`config.mk`:
```
export PLATFORM = sky130hd
export DESIGN_NAME = shift_register_sequencer_flat
export DESIGN_NICKNAME = d
export VERILOG_FILES = /design/src/rtl/shift_register_sequencer_if.sv /design/src/rtl/shift_register_sequencer.sv /design/src/flat_wrapper.sv
export SDC_FILE = /design/constraint.sdc
export NUM_CORES = 1
export LEC_CHECK = 0
export ABC_AREA = 1
export CAP_MARGIN = 20
export CORE_UTILIZATION = 45
export CTS_BUF_LIST = sky130_fd_sc_hd__clkbuf_2
export CTS_CLUSTER_SIZE = 24
export DETAILED_ROUTE_END_ITERATION = 7
export PLACE_DENSITY_LB_ADDON = 0.05
export SLEW_MARGIN = 30
export SYNTH_ARGS = -nofsm -noshare
export SYNTH_HDL_FRONTEND = slang
export SYNTH_SLANG_ARGS = --single-unit
```
`constraint.sdc`:
```
create_clock -name clk -period 1.35 [get_ports clk]
set_input_delay 0.135 -clock clk [delete_from_list [all_inputs] [get_ports clk]]
set_output_delay 0.135 -clock clk [all_outputs]
set_load 0.01 [all_outputs]
```
`src/rtl/shift_register_sequencer_if.sv`:
```
// shift_register_sequencer_if: host-side command handshake and status bundle.
interface shift_register_sequencer_if #(
    parameter int WIDTH = 4,
    parameter int CNT_W = 3
);
    logic             cmd_valid;
    logic             cmd_ready;
    logic [1:0]       cmd_op;
    logic [CNT_W-1:0] cmd_count;
    logic [WIDTH-1:0] cmd_data;
    logic             cmd_fill;
    logic             busy;
    logic             done;
    modport master (output cmd_valid, cmd_op, cmd_count, cmd_data, cmd_fill, input cmd_ready, busy, done);
    modport slave  (input cmd_valid, cmd_op, cmd_count, cmd_data, cmd_fill, output cmd_ready, busy, done);
endinterface

```
`src/rtl/shift_register_sequencer.sv`:
```
// shift_register_sequencer: sequences load/shift/rotate commands onto a 4-bit universal shift register.
module shift_register_sequencer #(
    parameter int WIDTH = 4,
    parameter int CNT_W = 3
) (
    input  logic                      clk,
    input  logic                      clear_b,
    shift_register_sequencer_if.slave cmd_if,
    output logic [1:0]                sr_s,
    output logic                      sr_serial_in_r,
    output logic                      sr_serial_in_l,
    output logic [WIDTH-1:0]          sr_parallel_in,
    input  logic [WIDTH-1:0]          sr_parallel_out
);
    localparam logic [1:0] OP_LOAD = 2'b00;
    localparam logic [1:0] OP_SHUP = 2'b01;
    localparam logic [1:0] OP_SHDN = 2'b10;
    localparam logic [1:0] OP_ROT  = 2'b11;

    typedef enum logic [1:0] {IDLE, LOAD, SHIFT, DONE} state_t;

    state_t           r_state;
    state_t           w_next;
    logic [1:0]       r_op;
    logic [CNT_W-1:0] r_cnt;
    logic [WIDTH-1:0] r_data;
    logic             r_fill;
    logic             w_accept;
    logic             w_shift;
    logic             w_unused;

    assign w_accept = r_state == IDLE && cmd_if.cmd_valid;
    assign w_shift  = r_state == SHIFT;
    // only the MSB is fed back (ROT); the rest of the register output is not needed here
    assign w_unused = &{1'b0, sr_parallel_out[WIDTH-2:0]};

    always_ff @(posedge clk or negedge clear_b) begin
        if (!clear_b) begin
            r_state <= IDLE;
            r_op    <= '0;
            r_cnt   <= '0;
            r_data  <= '0;
            r_fill  <= 1'b0;
        end else begin
            r_state <= w_next;
            if (w_accept) begin
                r_op   <= cmd_if.cmd_op;
                r_cnt  <= cmd_if.cmd_count;
                r_data <= cmd_if.cmd_data;
                r_fill <= cmd_if.cmd_fill;
            end else if (w_shift) begin
                r_cnt  <= r_cnt - 1'b1;
            end
        end
    end

    always_comb begin
        w_next = w_accept ? (cmd_if.cmd_op == OP_LOAD ? LOAD : cmd_if.cmd_count != '0 ? SHIFT : DONE)
               : r_state == LOAD  ? DONE
               : r_state == SHIFT ? (r_cnt == CNT_W'(1) ? DONE : SHIFT)
               : r_state == DONE  ? IDLE
               : r_state;
    end

    assign cmd_if.cmd_ready = r_state == IDLE;
    assign cmd_if.busy      = r_state != IDLE;
    assign cmd_if.done      = r_state == DONE;
    assign sr_s             = r_state == LOAD ? 2'b11 : w_shift ? (r_op == OP_SHDN ? 2'b10 : 2'b01) : 2'b00;
    assign sr_parallel_in   = r_state == LOAD ? r_data : '0;
    // ROT feeds the current MSB straight back into bit0 within the same cycle
    assign sr_serial_in_r   = !w_shift ? 1'b0 : r_op == OP_SHUP ? r_fill : r_op == OP_ROT ? sr_parallel_out[WIDTH-1] : 1'b0;
    assign sr_serial_in_l   = w_shift && r_op == OP_SHDN && r_fill;
endmodule

```
`src/flat_wrapper.sv`:
```
// flat-port wrapper written by rule: the top's interface ports become plain ports
module shift_register_sequencer_flat 
#(
    parameter int WIDTH = 4,
    parameter int CNT_W = 3
)
  (clk, clear_b, sr_s, sr_serial_in_r, sr_serial_in_l, sr_parallel_in, sr_parallel_out, cmd_if_cmd_valid, cmd_if_cmd_op, cmd_if_cmd_count, cmd_if_cmd_data, cmd_if_cmd_fill, cmd_if_cmd_ready, cmd_if_busy, cmd_if_done);
  shift_register_sequencer_if #(.WIDTH(WIDTH), .CNT_W(CNT_W)) cmd_if_i ();
  input  logic clk;
  input  logic clear_b;
  output logic [1:0] sr_s;
  output logic sr_serial_in_r;
  output logic sr_serial_in_l;
  output logic [WIDTH-1:0] sr_parallel_in;
  input  logic [WIDTH-1:0] sr_parallel_out;
  input wire logic [$bits(cmd_if_i.cmd_valid)-1:0] cmd_if_cmd_valid;
  input wire logic [$bits(cmd_if_i.cmd_op)-1:0] cmd_if_cmd_op;
  input wire logic [$bits(cmd_if_i.cmd_count)-1:0] cmd_if_cmd_count;
  input wire logic [$bits(cmd_if_i.cmd_data)-1:0] cmd_if_cmd_data;
  input wire logic [$bits(cmd_if_i.cmd_fill)-1:0] cmd_if_cmd_fill;
  output wire logic [$bits(cmd_if_i.cmd_ready)-1:0] cmd_if_cmd_ready;
  output wire logic [$bits(cmd_if_i.busy)-1:0] cmd_if_busy;
  output wire logic [$bits(cmd_if_i.done)-1:0] cmd_if_done;
  assign cmd_if_i.cmd_valid = cmd_if_cmd_valid;
  assign cmd_if_i.cmd_op = cmd_if_cmd_op;
  assign cmd_if_i.cmd_count = cmd_if_cmd_count;
  assign cmd_if_i.cmd_data = cmd_if_cmd_data;
  assign cmd_if_i.cmd_fill = cmd_if_cmd_fill;
  assign cmd_if_cmd_ready = cmd_if_i.cmd_ready;
  assign cmd_if_busy = cmd_if_i.busy;
  assign cmd_if_done = cmd_if_i.done;
  shift_register_sequencer #(.WIDTH(WIDTH), .CNT_W(CNT_W)) u_core (.clk(clk), .clear_b(clear_b), .cmd_if(cmd_if_i), .sr_s(sr_s), .sr_serial_in_r(sr_serial_in_r), .sr_serial_in_l(sr_serial_in_l), .sr_parallel_in(sr_parallel_in), .sr_parallel_out(sr_parallel_out));
endmodule
```
# After elaboration in Yosys (flattened, before gate mapping)
# Index checks and enable logic that the tools add are counted.
dict set report word_totals {
  register_bits 12
  input_bits 17
}
dict set report classes {
  addsub 1
  n_eq_ne 7
  muxes 16
  reduce_logical 9
}
# cell n
set op_table {}
lappend op_table {{2-bit two-way mux} 8}
lappend op_table {{2-bit equality test (second input constant)} 4}
lappend op_table {{3-bit two-way mux} 2}
lappend op_table {{1-bit two-way mux} 5}
lappend op_table {{2-bit by 1-bit equality test with 1-bit output (second input constant)} 2}
lappend op_table {{2-bit zero test} 2}
lappend op_table {{4-bit two-way mux} 1}
lappend op_table {{2-bit nonzero test} 2}
lappend op_table {{4-bit nonzero test} 1}
lappend op_table {{3-bit by 1-bit equality test with 1-bit output (second input constant)} 1}
lappend op_table {{1-bit logical AND} 3}
lappend op_table {{3-bit nonzero test} 1}
lappend op_table {{3-bit by 1-bit subtractor with 3-bit output (second input constant)} 1}

# Depth between registers and ports, before layout
dict set report depth {
  word_depth 5
  ltp_mapped 9
}

# Least setup slack after synthesis
# Ideal clock, no wire load.
dict set report synth_timing {
  path_type {register -> register}
  from {reg u_core.r_state[0]}
  to {reg u_core.r_cnt[2]}
  setup_time_ns 0.116
  arrival_ns 1.161
  path_slack_ns 0.073
  path_stages_with_launch 10
  period_less_slack_ns 1.277
  cell_sequence {dfrtp_1 inv_1 ha_1 nand2_2 inv_2 buf_6 nand2_1 nand2_1 inv_1 nand2_1}
}
dict set report synth_between {
  elab_chain_len 3
  word_cells_on_any_way 5
  classes_between {1 x eq/ne; 1 x mux; 3 x reduce/logical}
}
# item line_no
set synth_rtl {}
lappend synth_rtl {{start, declared} shift_register_sequencer.sv:22} ;# state_t r_state;
lappend synth_rtl {{start signal, assigned} shift_register_sequencer.sv:45} ;# r_state <= w_next;
lappend synth_rtl {{2-bit zero test *} n/a}
lappend synth_rtl {{named net cmd_if_cmd_ready} flat_wrapper.sv:21} ;# output wire logic [$bits(cmd_if_i.cmd_ready)-1:0] cmd_if_cmd_ready;
lappend synth_rtl {{1-bit logical AND *} shift_register_sequencer.sv:32} ;# assign w_accept = r_state == IDLE && cmd_if.cmd_valid;
lappend synth_rtl {{3-bit two-way mux or 2-bit nonzero test (tied branches)} n/a}
lappend synth_rtl {{end signal, assigned} shift_register_sequencer.sv:48} ;# r_cnt <= cmd_if.cmd_count;
lappend synth_rtl {{end signal, assigned} shift_register_sequencer.sv:52} ;# r_cnt <= r_cnt - 1'b1;
lappend synth_rtl {{end, declared} shift_register_sequencer.sv:25} ;# logic [CNT_W-1:0] r_cnt;
# The timed path passes the listed nets; every way through them passes the cells marked *.
# A chain may end at the register's enable or synchronous reset.

# Final worst setup path
dict set report layout_timing {
  from {reg u_core.r_state[1]}
  to {out sr_s[0]}
}
dict set report layout_between {
  elab_chain_len 3
  word_cells_on_any_way 4
  classes_between {2 x eq/ne; 2 x mux}
}
# item line_no
set layout_rtl {}
lappend layout_rtl {{2-bit equality test} shift_register_sequencer.sv:33} ;# assign w_shift = r_state == SHIFT;
lappend layout_rtl {{2-bit two-way mux} shift_register_sequencer.sv:68} ;# assign sr_s = r_state == LOAD ? 2'b11 : w_shift ? (r_op == OP_SHDN ? 2'b10 : 2'b01) : 2'b00;
lappend layout_rtl {{2-bit two-way mux *} shift_register_sequencer.sv:68}
lappend layout_rtl {{end, declared} flat_wrapper.sv:11} ;# output logic [1:0] sr_s;
# Every way passes the cells marked *; elsewhere a longest branch is shown, timed or not.

==> parameters.txt <==
Parameter                              Value

Worst setup path
  Required time at the endpoint of the critical path ... 1.22 ns
  Maximum net fanout on the critical path ... 4
  CP Class ... flip-flop to output pin
  Worst reg2reg startpoint ... u_core.r_state[1]
  Reg-to-reg slack, setup ... 0.03 ns
  Category of the worst setup path capture point ... output pin
  Critical path startpoint category ... flip-flop
  CP arrival ... 1.36 ns
  Capture point of the worst reg-to-reg path ... u_core.r_state[0]
  Worst r2r path cells ... 8

Global routing
  Initial antenna violation count ... 0
  Global-route total usage across every layer ... 23.5%
  Global-route met3 utilization ... 2.55%
  Busiest layer in global routing ... met2
  Global-route congestion overflow total ... 0
  Global-route wire length before repair ... 3.15 mm
  Met1 track utilization from global routing ... 31.7%
  Grt met2 use ... 37.3%
  Pin count of the biggest net entering global routing ... 13
  Vias in the first global route ... 709

Run
  Max-cap viol count ... 0

STA
  Tcrit/Tclk final ... 111%
  Final Skew ... 0.000519 ns
  Relative slew slack ... 86.5%
  Setup slack after layout ... -0.144 ns
  Smallest hold slack ... 0.140 ns
  Final setup viols ... 10
  Setup repair after global routing missed its margin ... yes
  Maximum achievable frequency ... 669 MHz
  Total count of max-transition violations in the final report ... 0
  Final critical delay including setup and external delays ... 1.49 ns
  Final hold vios ... 0
  Transition time of the tightest slew-check pin ... 0.202 ns

Drt
  Detailed-router iteration count before antenna repair ... 4
  Average wire per standard cell ... 11.8 um
  Initial DRC Count ... 26
  Final routed DRC violation total ... 0
  Wire length reported by the detailed router ... 1.96 mm
  Vias per inst ... 4.77
  Total number of vias ... 792
  Remaining antenna violation count ... 0

Placed design
  Count of input and output buffers ... 24
  Pre-CTS setup slack ... -0.203 ns
  DP Wirelength ... 1.21 mm
  Placer congestion estimate ... 0.756

Clock tree
  Inserted Clock Buffers ... 3
  CTS Sinks ... 12
  TritonCTS clock tree ... built
  Cell at the root of the clock tree ... sky130_fd_sc_hd__clkbuf_2
  H-tree depth ... 1
  Insertion delay to the later sink of the worst-skew pair ... 0.28 ns
  Register clock-pin slew on the reported worst setup and hold paths ... 0.13 ns
  Bufs on Longest Clock Path ... 2

Final layout
  Util after Layout ... 81.4%
  Synth-to-Final Area Change ... 65.6%
  Number of nets in the layout ... 174
  Fillcell total ... 98
  Share of cells above drive strength 1 ... 34.0%
  Antenna Cells ... 0

Floorplan
  Core Footprint ... 0.00152 mm^2
  Initial cell density of the core ... 49.2%
  Vertical extent of the die ... 42.8 um
  Horizontal extent of the die ... 42.8 um
  I/O pin cnt ... 28
  Die outline area ... 0.00183 mm^2
  Rows ... 14

Logic synthesis
  Synthesized netlist cell count ... 107
  Main combinational cell family by area after synthesis ... simple AND/OR/NAND/NOR gates
  Synth unique cells ... 14
  Mux share of post-synthesis cell area ... 0%
  Cell Area, Synth ... 749 um^2
  Sequential area share after synthesis ... 40.1%
  Area share of xor/xnor cells in the synthesized design ... 1.17%
  Arithmetic-cell share of the synthesized area counting full adders, half adders and majority gates ... 10.0%
  Area share of and/or/nand/nor cells after synthesis ... 33.1%
  Post-synthesis average cell area ... 7.00 um^2
  Number of warning messages in the yosys log ... 0
  Flip-flop and latch count after synthesis ... 12
  Mapped Nets ... 130
  Synth Area in Compound Gates ... 4.01%

Outcome
  Failing checks ... setup timing
  Run status ... complete, but fails checks

Pwr
  Max IR drop VDD ... 1.27 mV
  Power density relative to cell area ... 2240 mW/mm^2
  Leakage power ... 0.688 nW

Min path
  Worst min path class ... input pin to asynchronous set/reset pin
state kept, by name (all words and copies together) (netlist names):
signal and flops:
u_core.r_cnt 3, u_core.r_data 4, u_core.r_op 2, u_core.r_state 2, u_core.r_fill 1
cell type report:
| cell class | instances | area, um^2 | share of cell area, % |
|---|---|---|---|
| multi-input cells | 74 | 472 | 38.0 |
| clock buffers | 3 | 15.0 | 1.21 |
| flip-flops and latches | 12 | 300 | 24.2 |
| inverters | 19 | 78.8 | 6.35 |
| well taps | 16 | 20.0 | 1.61 |
| repair buffers | 41 | 352 | 28.3 |
| clock inverters | 1 | 3.75 | 0.302 |
Yosys cell counts:
library cell               count  area, um^2
sky130_fd_sc_hd__nand3_1      10        50.1
sky130_fd_sc_hd__buf_2         1        5.00
sky130_fd_sc_hd__nand2_2       1        6.26
sky130_fd_sc_hd__buf_6         1        11.3
sky130_fd_sc_hd__nand3b_1      1        7.51
sky130_fd_sc_hd__nor2_1        8        30.0
sky130_fd_sc_hd__xor2_1        1        8.76
sky130_fd_sc_hd__ha_1          6        75.1
sky130_fd_sc_hd__o21ai_0       4        20.0
sky130_fd_sc_hd__dfrtp_1      12         300
sky130_fd_sc_hd__a21oi_1       2        10.0
sky130_fd_sc_hd__nand2_1      41         154
sky130_fd_sc_hd__inv_2         1        3.75
sky130_fd_sc_hd__inv_1        18        67.6
cell families (layout without fill, tap and decap cells):
kind of cell,after synthesis,in the layout
and+or+nand+nor,61,61
DFF,12,12
adders and majority gates,6,6
AOI/OAI and AO/OA,6,6
buffers and inverters,21,64
xor gates and xnor gates,1,1
cell usage in the layout, fill, tap and decap left out, drive strengths merged:
master	Yosys	final
a21oi	2	2
buf	2	27
clkbuf	0	4
clkdlybuf4s50	0	13
clkinv	0	1
dfrtp	12	12
ha	6	6
inv	19	19
nand2	42	42
nand3	10	10
nand3b	1	1
nor2	8	8
o21ai	4	4
xor2	1	1
metal layers:
metal / up-vias / routed length (um)
li1: 411 / -
met4: 0 / 44
met3: 5 / 60
met5: - / 0
met2: 20 / 898
met1: 356 / 958
worst max path at each step:
stage | cells past startpoint | startpoint | to | slack [ns]
2_1_floorplan | 9 | u_core.r_state[0] | u_core.r_cnt[2] | 0.07
3_3_place_gp | 5 | u_core.r_state[1] | sr_s[0] | -0.17
3_5_place_dp | 5 | u_core.r_state[1] | sr_s[0] | -0.20
4_1_cts | 4 | u_core.r_state[1] | cmd_if_cmd_ready | -0.12
5_1_grt | 6 | u_core.r_state[1] | sr_s[0] | -0.20
6_report | 6 | u_core.r_state[1] | sr_s[0] | -0.14
through the flow:
step           cells  cell area, um^2  setup TNS (ns)  power [mW]
2_1_floorplan    107              749               0        1.45
3_3_place_gp     157             1080           -1.67        2.06
3_5_place_dp     157             1080           -2.02        2.09
4_1_cts          166             1180          -0.824        2.55
5_1_grt          166             1240           -1.31        3.00
6_report         166             1240          -0.721        2.78
what timing repair did:
action,in CTS,in global routing
resized for setup,61,24
setup buffers,6,3
hold buffers,0,0
cloned,0,0
pin swaps,3,9
setup endpoints to repair,17,22
report_power, final:
group / internal (mW) / total (mW) / switching, mW / leakage (nW)
Combinational: 0.953 / 1.91 / 0.960 / 0.526
Clock: 0.0643 / 0.200 / 0.135 / 0.0140
Sequential: 0.538 / 0.663 / 0.125 / 0.148
worst max-delay path, stage by stage, from the launching register on:
cell	delay [ns]
sky130_fd_sc_hd__dfrtp_1	0.42
sky130_fd_sc_hd__buf_6	0.13
sky130_fd_sc_hd__buf_6	0.11
sky130_fd_sc_hd__ha_4	0.17
sky130_fd_sc_hd__o21ai_2	0.05
sky130_fd_sc_hd__nand2_1	0.06
sky130_fd_sc_hd__buf_2	0.13
Note: power is estimated with default switching activity, not from simulation.
